**config.mk**
```make
export PLATFORM = sky130hd
export DESIGN_NAME = move_validation_driver_flat
export DESIGN_NICKNAME = d
export VERILOG_FILES = /design/src/rtl/chess_pkg.sv /design/src/rtl/move_validation_driver_if.sv /design/src/rtl/board_addr_mux.sv /design/src/rtl/move_validation_driver.sv /design/src/flat_wrapper.sv
export SDC_FILE = /design/constraint.sdc
export NUM_CORES = 1
export LEC_CHECK = 0
export ABC_CLOCK_PERIOD_IN_PS = 1960
export BUFFER_PORTS_ARGS = -buffer_cell sky130_fd_sc_hd__buf_2
export CAP_MARGIN = 20
export CORE_MARGIN = 10
export CORE_UTILIZATION = 45
export CTS_BUF_LIST = sky130_fd_sc_hd__clkbuf_8
export CTS_CLUSTER_SIZE = 8
export DETAILED_ROUTE_END_ITERATION = 7
export GPL_ROUTABILITY_DRIVEN = 0
export GPL_TIMING_DRIVEN = 1
export HOLD_SLACK_MARGIN = 0.06
export PLACE_DENSITY = 0.85
export SETUP_SLACK_MARGIN = 0.4
export SYNTH_ARGS = -nofsm -noshare
export SYNTH_HDL_FRONTEND = slang
export SYNTH_SLANG_ARGS = --single-unit
```
**constraint.sdc**
```tcl
create_clock -name clk -period 1.96 [get_ports clk]
set_input_delay 0.294 -clock clk [delete_from_list [all_inputs] [get_ports clk]]
set_output_delay 0.294 -clock clk [all_outputs]
set_load 0.02 [all_outputs]
```
**src/rtl/chess_pkg.sv**
```systemverilog
// rtl/chess_pkg.sv - shared types and constants for the move validation driver
// Contents: FSM state encoding, reject codes, empty-square value, colour-bit helper.
package chess_pkg;

    typedef enum logic [3:0] {
        ST_IDLE,
        ST_LATCH,
        ST_RD_SRC,
        ST_CHK_SRC,
        ST_START,
        ST_WAIT_VAL,
        ST_RD_DST,
        ST_CHK_DST,
        ST_WR_DST,
        ST_CLR_SRC,
        ST_DONE
    } state_t;

    typedef logic [1:0] reject_t;

    localparam reject_t REJ_NONE    = 2'd0;
    localparam reject_t REJ_EMPTY   = 2'd1;
    localparam reject_t REJ_ILLEGAL = 2'd2;
    localparam reject_t REJ_TIMEOUT = 2'd3;

    localparam int EMPTY_PIECE = 0;

    // The colour of a piece lives in the top bit of its board word.
    function automatic int colour_bit(input int piece_w);
        return piece_w - 1;
    endfunction

endpackage

```
**src/rtl/move_validation_driver_if.sv**
```systemverilog
// rtl/move_validation_driver_if.sv - request, validator and board-RAM signal bundle
// slave  : driver side (takes requests, drives validator start / read data, drives board RAM)
// master : environment side (game controller, validator and board RAM)
interface move_validation_driver_if #(
    parameter int PIECE_W = 4
);
    logic               move_request;
    logic [2:0]         req_piece_x;
    logic [2:0]         req_piece_y;
    logic [2:0]         req_move_x;
    logic [2:0]         req_move_y;
    logic               busy;
    logic               move_done;
    logic               move_accepted;
    logic [1:0]         reject_code;
    logic               start_validation;
    logic [2:0]         piece_x;
    logic [2:0]         piece_y;
    logic [2:0]         move_x;
    logic [2:0]         move_y;
    logic               validator_complete;
    logic               validator_valid;
    logic [2:0]         validate_x;
    logic [2:0]         validate_y;
    logic [PIECE_W-1:0] piece_read;
    logic [2:0]         mem_x;
    logic [2:0]         mem_y;
    logic               mem_wr_en;
    logic [PIECE_W-1:0] mem_wdata;
    logic [PIECE_W-1:0] mem_rdata;

    modport slave (
        input  move_request, req_piece_x, req_piece_y, req_move_x, req_move_y,
        input  validator_complete, validator_valid, validate_x, validate_y,
        input  mem_rdata,
        output busy, move_done, move_accepted, reject_code, start_validation,
        output piece_x, piece_y, move_x, move_y, piece_read,
        output mem_x, mem_y, mem_wr_en, mem_wdata
    );

    modport master (
        output move_request, req_piece_x, req_piece_y, req_move_x, req_move_y,
        output validator_complete, validator_valid, validate_x, validate_y,
        output mem_rdata,
        input  busy, move_done, move_accepted, reject_code, start_validation,
        input  piece_x, piece_y, move_x, move_y, piece_read,
        input  mem_x, mem_y, mem_wr_en, mem_wdata
    );

endinterface

```
**src/rtl/board_addr_mux.sv**
```systemverilog
// rtl/board_addr_mux.sv - board RAM address select from the driver state
// Ports: state (driver FSM state), src_*/dst_* (latched squares), val_* (validator
// read address), mem_x/mem_y (board RAM address; 0 when no access is needed).
module board_addr_mux
    import chess_pkg::*;
(
    input  state_t     state,
    input  logic [2:0] src_x,
    input  logic [2:0] src_y,
    input  logic [2:0] dst_x,
    input  logic [2:0] dst_y,
    input  logic [2:0] val_x,
    input  logic [2:0] val_y,
    output logic [2:0] mem_x,
    output logic [2:0] mem_y
);

    always_comb begin
        mem_x = '0;
        mem_y = '0;
        case (state)
            ST_RD_SRC, ST_CHK_SRC, ST_CLR_SRC: begin
                mem_x = src_x;
                mem_y = src_y;
            end
            ST_RD_DST, ST_CHK_DST, ST_WR_DST: begin
                mem_x = dst_x;
                mem_y = dst_y;
            end
            ST_WAIT_VAL: begin
                mem_x = val_x;
                mem_y = val_y;
            end
            default: ;
        endcase
    end

endmodule

```
**src/rtl/move_validation_driver.sv**
```systemverilog
// rtl/move_validation_driver.sv - latches a move, runs the piece validator, commits to board RAM
// Ports: clk, reset (sync, active-high), bus (slave modport): move request in,
// busy/move_done/move_accepted/reject_code status out, validator start + read port,
// board RAM address/write port with 1-cycle synchronous read data.
module move_validation_driver
    import chess_pkg::*;
#(
    parameter int TIMEOUT_CYCLES = 64,
    parameter int PIECE_W        = 4
)
(
    input  logic                  clk,
    input  logic                  reset,
    move_validation_driver_if.slave bus
);

    localparam int CNT_W = (TIMEOUT_CYCLES > 1) ? $clog2(TIMEOUT_CYCLES) : 1;
    localparam logic [CNT_W-1:0] CNT_LAST = CNT_W'(TIMEOUT_CYCLES - 1);
    localparam int CBIT = colour_bit(PIECE_W);

    state_t             state;
    state_t             state_next;
    logic [2:0]         src_x, src_y, dst_x, dst_y;
    logic [PIECE_W-1:0] src_piece;
    logic [CNT_W-1:0]   to_cnt;
    reject_t            rej_q;
    logic               acc_q;
    logic               rej_load;
    reject_t            rej_val;
    logic [2:0]         addr_x, addr_y;

    always_ff @(posedge clk) begin
        if (reset) state <= ST_IDLE;
        else       state <= state_next;
    end

    always_comb begin
        state_next = state;
        rej_load   = 1'b0;
        rej_val    = REJ_NONE;
        case (state)
            ST_IDLE:    if (bus.move_request) state_next = ST_LATCH;
            ST_LATCH:   state_next = ST_RD_SRC;
            ST_RD_SRC:  state_next = ST_CHK_SRC;
            ST_CHK_SRC: begin
                if (bus.mem_rdata == PIECE_W'(EMPTY_PIECE)) begin
                    state_next = ST_DONE;
                    rej_load   = 1'b1;
                    rej_val    = REJ_EMPTY;
                end else begin
                    state_next = ST_START;
                end
            end
            ST_START:   state_next = ST_WAIT_VAL;
            ST_WAIT_VAL: begin
                // A verdict arriving on the last allowed cycle still wins over the timeout.
                if (bus.validator_complete) begin
                    if (bus.validator_valid) begin
                        state_next = ST_RD_DST;
                    end else begin
                        state_next = ST_DONE;
                        rej_load   = 1'b1;
                        rej_val    = REJ_ILLEGAL;
                    end
                end else if (to_cnt == CNT_LAST) begin
                    state_next = ST_DONE;
                    rej_load   = 1'b1;
                    rej_val    = REJ_TIMEOUT;
                end
            end
            ST_RD_DST:  state_next = ST_CHK_DST;
            ST_CHK_DST: begin
                // Own-colour capture also catches a source==destination move the validator let through.
                if ((bus.mem_rdata != PIECE_W'(EMPTY_PIECE)) &&
                    (bus.mem_rdata[CBIT] == src_piece[CBIT])) begin
                    state_next = ST_DONE;
                    rej_load   = 1'b1;
                    rej_val    = REJ_ILLEGAL;
                end else begin
                    state_next = ST_WR_DST;
                end
            end
            ST_WR_DST:  state_next = ST_CLR_SRC;
            ST_CLR_SRC: state_next = ST_DONE;
            ST_DONE:    state_next = ST_IDLE;
            default:    state_next = ST_IDLE;
        endcase
    end

    always_ff @(posedge clk) begin
        if (reset) begin
            src_x     <= '0;
            src_y     <= '0;
            dst_x     <= '0;
            dst_y     <= '0;
            src_piece <= '0;
            to_cnt    <= '0;
            rej_q     <= REJ_NONE;
            acc_q     <= 1'b0;
        end else begin
            if (state == ST_LATCH) begin
                src_x <= bus.req_piece_x;
                src_y <= bus.req_piece_y;
                dst_x <= bus.req_move_x;
                dst_y <= bus.req_move_y;
                rej_q <= REJ_NONE;
                acc_q <= 1'b0;
            end
            if (state == ST_CHK_SRC) src_piece <= bus.mem_rdata;
            if (state == ST_START) begin
                to_cnt <= '0;
            end else if ((state == ST_WAIT_VAL) && (to_cnt != '1)) begin
                to_cnt <= to_cnt + 1'b1;
            end
            if (rej_load) rej_q <= rej_val;
            // Both board writes are issued by the time DONE is reached.
            if (state == ST_CLR_SRC) acc_q <= 1'b1;
        end
    end

    board_addr_mux u_addr_mux (
        .state (state),
        .src_x (src_x),
        .src_y (src_y),
        .dst_x (dst_x),
        .dst_y (dst_y),
        .val_x (bus.validate_x),
        .val_y (bus.validate_y),
        .mem_x (addr_x),
        .mem_y (addr_y)
    );

    always_comb begin
        bus.busy             = (state != ST_IDLE);
        bus.move_done        = (state == ST_DONE);
        bus.start_validation = (state == ST_START);
        bus.mem_wr_en        = (state == ST_WR_DST) || (state == ST_CLR_SRC);
        bus.mem_wdata        = (state == ST_WR_DST) ? src_piece : '0;
        bus.piece_read       = (state == ST_WAIT_VAL) ? bus.mem_rdata : '0;
        bus.mem_x            = addr_x;
        bus.mem_y            = addr_y;
        bus.piece_x          = src_x;
        bus.piece_y          = src_y;
        bus.move_x           = dst_x;
        bus.move_y           = dst_y;
        bus.move_accepted    = acc_q;
        bus.reject_code      = rej_q;
    end

endmodule

```
**src/flat_wrapper.sv**
```systemverilog
// flat-port wrapper written by rule: the top's interface ports become plain ports
module move_validation_driver_flat import chess_pkg::*;
#(
    parameter int TIMEOUT_CYCLES = 64,
    parameter int PIECE_W        = 4
)
  (clk, reset, bus_move_request, bus_req_piece_x, bus_req_piece_y, bus_req_move_x, bus_req_move_y, bus_validator_complete, bus_validator_valid, bus_validate_x, bus_validate_y, bus_mem_rdata, bus_busy, bus_move_done, bus_move_accepted, bus_reject_code, bus_start_validation, bus_piece_x, bus_piece_y, bus_move_x, bus_move_y, bus_piece_read, bus_mem_x, bus_mem_y, bus_mem_wr_en, bus_mem_wdata);
  move_validation_driver_if #(.PIECE_W(PIECE_W)) bus_i ();
  input  logic clk;
  input  logic reset;
  input wire logic [$bits(bus_i.move_request)-1:0] bus_move_request;
  input wire logic [$bits(bus_i.req_piece_x)-1:0] bus_req_piece_x;
  input wire logic [$bits(bus_i.req_piece_y)-1:0] bus_req_piece_y;
  input wire logic [$bits(bus_i.req_move_x)-1:0] bus_req_move_x;
  input wire logic [$bits(bus_i.req_move_y)-1:0] bus_req_move_y;
  input wire logic [$bits(bus_i.validator_complete)-1:0] bus_validator_complete;
  input wire logic [$bits(bus_i.validator_valid)-1:0] bus_validator_valid;
  input wire logic [$bits(bus_i.validate_x)-1:0] bus_validate_x;
  input wire logic [$bits(bus_i.validate_y)-1:0] bus_validate_y;
  input wire logic [$bits(bus_i.mem_rdata)-1:0] bus_mem_rdata;
  output wire logic [$bits(bus_i.busy)-1:0] bus_busy;
  output wire logic [$bits(bus_i.move_done)-1:0] bus_move_done;
  output wire logic [$bits(bus_i.move_accepted)-1:0] bus_move_accepted;
  output wire logic [$bits(bus_i.reject_code)-1:0] bus_reject_code;
  output wire logic [$bits(bus_i.start_validation)-1:0] bus_start_validation;
  output wire logic [$bits(bus_i.piece_x)-1:0] bus_piece_x;
  output wire logic [$bits(bus_i.piece_y)-1:0] bus_piece_y;
  output wire logic [$bits(bus_i.move_x)-1:0] bus_move_x;
  output wire logic [$bits(bus_i.move_y)-1:0] bus_move_y;
  output wire logic [$bits(bus_i.piece_read)-1:0] bus_piece_read;
  output wire logic [$bits(bus_i.mem_x)-1:0] bus_mem_x;
  output wire logic [$bits(bus_i.mem_y)-1:0] bus_mem_y;
  output wire logic [$bits(bus_i.mem_wr_en)-1:0] bus_mem_wr_en;
  output wire logic [$bits(bus_i.mem_wdata)-1:0] bus_mem_wdata;
  assign bus_i.move_request = bus_move_request;
  assign bus_i.req_piece_x = bus_req_piece_x;
  assign bus_i.req_piece_y = bus_req_piece_y;
  assign bus_i.req_move_x = bus_req_move_x;
  assign bus_i.req_move_y = bus_req_move_y;
  assign bus_i.validator_complete = bus_validator_complete;
  assign bus_i.validator_valid = bus_validator_valid;
  assign bus_i.validate_x = bus_validate_x;
  assign bus_i.validate_y = bus_validate_y;
  assign bus_i.mem_rdata = bus_mem_rdata;
  assign bus_busy = bus_i.busy;
  assign bus_move_done = bus_i.move_done;
  assign bus_move_accepted = bus_i.move_accepted;
  assign bus_reject_code = bus_i.reject_code;
  assign bus_start_validation = bus_i.start_validation;
  assign bus_piece_x = bus_i.piece_x;
  assign bus_piece_y = bus_i.piece_y;
  assign bus_move_x = bus_i.move_x;
  assign bus_move_y = bus_i.move_y;
  assign bus_piece_read = bus_i.piece_read;
  assign bus_mem_x = bus_i.mem_x;
  assign bus_mem_y = bus_i.mem_y;
  assign bus_mem_wr_en = bus_i.mem_wr_en;
  assign bus_mem_wdata = bus_i.mem_wdata;
  move_validation_driver #(.TIMEOUT_CYCLES(TIMEOUT_CYCLES), .PIECE_W(PIECE_W)) u_core (.clk(clk), .reset(reset), .bus(bus_i));
endmodule
```
==> results by group <==
Synth
  – Syn_nets: 215
  – Synth Area in Adders: 0.00804
  – Yosys warning count: 0
  – Mapped Cells: 187
  – Simple-gate share of the synthesized area: 0.287
  – Top post-synthesis cells by count: nand2_1, dfxtp_1, a21oi_1
  – Post-synth top area share: 0.373
  – Post-synth EDFFs: 0
  – Compound-Gate Fraction of Synth Area: 0.211
  – Mean post-synth cell area: 8.32 um2
  – Count leader, synth: nand2_1
  – Top_reg_cell synth: dfxtp_1
  – Yosys reg bits: 29
  – Unique masters post-synth: 47
  – Synth Area in XOR/XNOR: 0.0225
  – Post-synthesis mux area share: 0.0418
  – Sequential share of the synthesized area: 0.373
  – Cell Area, Synth: around 1600 um2
  – Top post-synthesis cells by area: dfxtp_1, nand2_1, a21oi_1
  – Synth area leader: dfxtp_1
  – Ys async rst share: 0
  – Combinational family with the most area after synthesis: simple AND/OR/NAND/NOR gates

Detailed routing
  – Vias: 1,754
  – Post-route DRC: 0
  – Drt first-iter violations: 211
  – Drt wl/cell: 17.8 um
  – Pre-antenna DRT Iters: 4
  – DRT antenna net count: 0
  – Avg Vias per Cell: 5.64
  – Post-Route WL: 5540 um

Power and ir drop
  – Worst IR Drop VDD: 0.000871 V
  – Leak: between 1 and 1.5 nW
  – Overall power: slightly above 0.003 W
  – P per Cell Area: 1290 nW/um2

Die
  – Total core area: between 3000 and 4000 um2
  – Starting Density: 0.466
  – Chip width: 78.8 um
  – DIE HEIGHT: 78.8 um
  – Full die area: about 6200 um2
  – Ports: 60
  – Row Count: 21

STA
  – Final Skew: 0.00393 ns
  – Fmax: 521 MHz
  – Period utilisation layout: 0.980
  – Relative slew margins: 0.671
  – Least-Margin Pin Slew: approximately 0.5 ns
  – Final Max Tran Viols: 0
  – Crit path time final: roughly 1.9 ns
  – Endpoints failing hold: 0
  – Post-route setup TNS: 0 ns
  – Setup repair after global routing missed its margin: yes
  – Final setup fails: 0

Clocking
  – H-tree depth: 2
  – Worst-Skew Late Latency: 0.29 ns
  – CTS Buffer Depth: 2
  – CTS Buf Count: 5
  – Root buffer cell: clkbuf_8
  – Total clock sinks: 29
  – Clock slew at reported path FFs: 0.07 ns
  – CTS tree: yes

Layout
  – Final #Nets: 292
  – Diodes inserted: 0
  – Layout area overhead: 53.1%
  – Fin cells: 311
  – Share of post-route cells with drive strength above 1: 0.453
  – Fillers: around 240

Critical path
  – CP Launch Type: flip-flop
  – Worst path most repeated cell: buf_6
  – Reg2Reg Depth: 5
  – Reg-to-reg setup timing slack: about 0.20 ns
  – Critical Path RT: 1.67 ns
  – Top delay family on crit path: buffers and inverters
  – Slowest CP cell: dfxtp_4
  – Crit. End Element: output pin
  – WS Path Type: reg -> out
  – Crit path largest cell delay: around 0.38 ns
  – Worst Path Arrival: 1.63 ns
  – Worst r2r src: u_core.state[1]
  – Critical R2R Capture: u_core.bus.reject_code[0]
  – Critical path peak fanout: 5
  – Critical path cell sequence: and4bb_4 -> buf_6 -> a222oi_1 -> inv_1 -> buf_6
  – Worst Path Buf+Inv: 3

GRT
  – First-pass GRT wire length: 8470 um
  – Largest net degree at the start of global routing: 25
  – Vias in the first global route: approximately 1,700
  – Initial antenna violation count: 0
  – GRT Overall Usage: 0.167
  – Overflow after GRT: 0

Place
  – Port Buf Inserts: 59
  – Placed Cells: 289
  – Dpl hpwl: 3460 um

Worst hold path
  – Hold_sp: bus_req_piece_y[2]
  – Hold path endpoint: u_core.bus.piece_y[2]
  – Worst min path class: in -> reg
  – Worst hold stages: 3

Status
  – Status: finished, final reports clean

Run
  – Max Cap Violations: 0
## power by group
group / switching (W) / internal (W) / leakage (nW)
clock: 0.000248 / 0.000409 / 0.0626
combinational: 0.000843 / 0.000703 / 0.779
sequential: 0.000146 / 0.000722 / 0.238
## how the worst max path moves through the flow
stage | start | end | slack (ns) | depth (start not counted)
4_1_cts | u_core.state[1] | bus_mem_y[2] | 0.09 | 5
3_3_place_gp | u_core.state[3] | bus_mem_y[0] | 0.17 | 5
5_1_grt | u_core.state[1] | bus_mem_y[0] | -0.05 | 5
3_5_place_dp | u_core.state[3] | bus_mem_y[2] | 0.1 | 5
2_1_floorplan | u_core.state[0] | u_core.state[0] | 0.36 | 3
6_report | u_core.state[1] | bus_mem_y[0] | 0.04 | 5
## tightest hold or removal path: stages
cell	delay, ns
buf_2	0.09
nand2_1	0.04
a21oi_1	0.05
## logic make-up after synthesis
logic type	after synthesis
fa+ha+maj	1
xor+xnor	4
simple gates	82
flops	29
buf+inv	20
mux	6
compound gates	45
## placed cells by master (no fill, tap or decap), types with 4 or more instances in the layout
cell type / n
buf_2: 46
nand2_1: 30
dfxtp_1: 25
buf_6: 19
a21oi_1: 16
buf_4: 16
nor2_1: 14
inv_1: 9
a222oi_1: 6
clkbuf_8: 6
and2_1: 5
mux2i_1: 5
and2_4: 4
xor2_1: 4
## flip-flops by register name (all words and copies together), names as in the netlist
register and cells:
u_core.bus.reject_code 2, u_core.to_cnt 6, u_core.bus.move_y 3, u_core.bus.move_accepted 1, u_core.bus.piece_y 3, u_core.bus.move_x 3
u_core.bus.piece_x 3, u_core.src_piece 4, u_core.state 4
## routing by layer
metal  vias up  global-route usage  part of all wire
li1        820                   -                 -
met1       848               0.184              0.40
met2        70               0.286              0.51
met4         0              0.0789             0.027
met5         -                   0                 0
met3        16              0.0541             0.060
## area by class of cell
class                   instances  area (um2)  area share
multi-input cells             138        1000       0.420
flip-flops and latches         29         593       0.249
repair buffers                 82         584       0.245
clock buffers                   6        82.6      0.0346
well taps                      46        57.6      0.0241
clock inverters                 2        33.8      0.0142
inverters                       8        30.0      0.0126
## timing repair
item	CTS	global route
endpoints found under the hold margin	0	0
gates resized for setup	48	15
setup endpoints to repair	39	43
pin swaps	10	5
hold buffers	0	0
buffers inserted	11	3
## stage by stage
stage	utilization	setup WS [ns]	area (um2)	hold slack, ns
after floorplan	-	0.356	1570	0.430
after detailed placement	0.579	0.0968	1930	0.466
after CTS	0.689	0.0943	2300	0.235
final	0.714	0.0391	2380	0.233
after global placement	0.579	0.165	1930	0.459
after global routing	0.714	-0.0483	2380	0.238
Power figures use the tool's default switching activity.
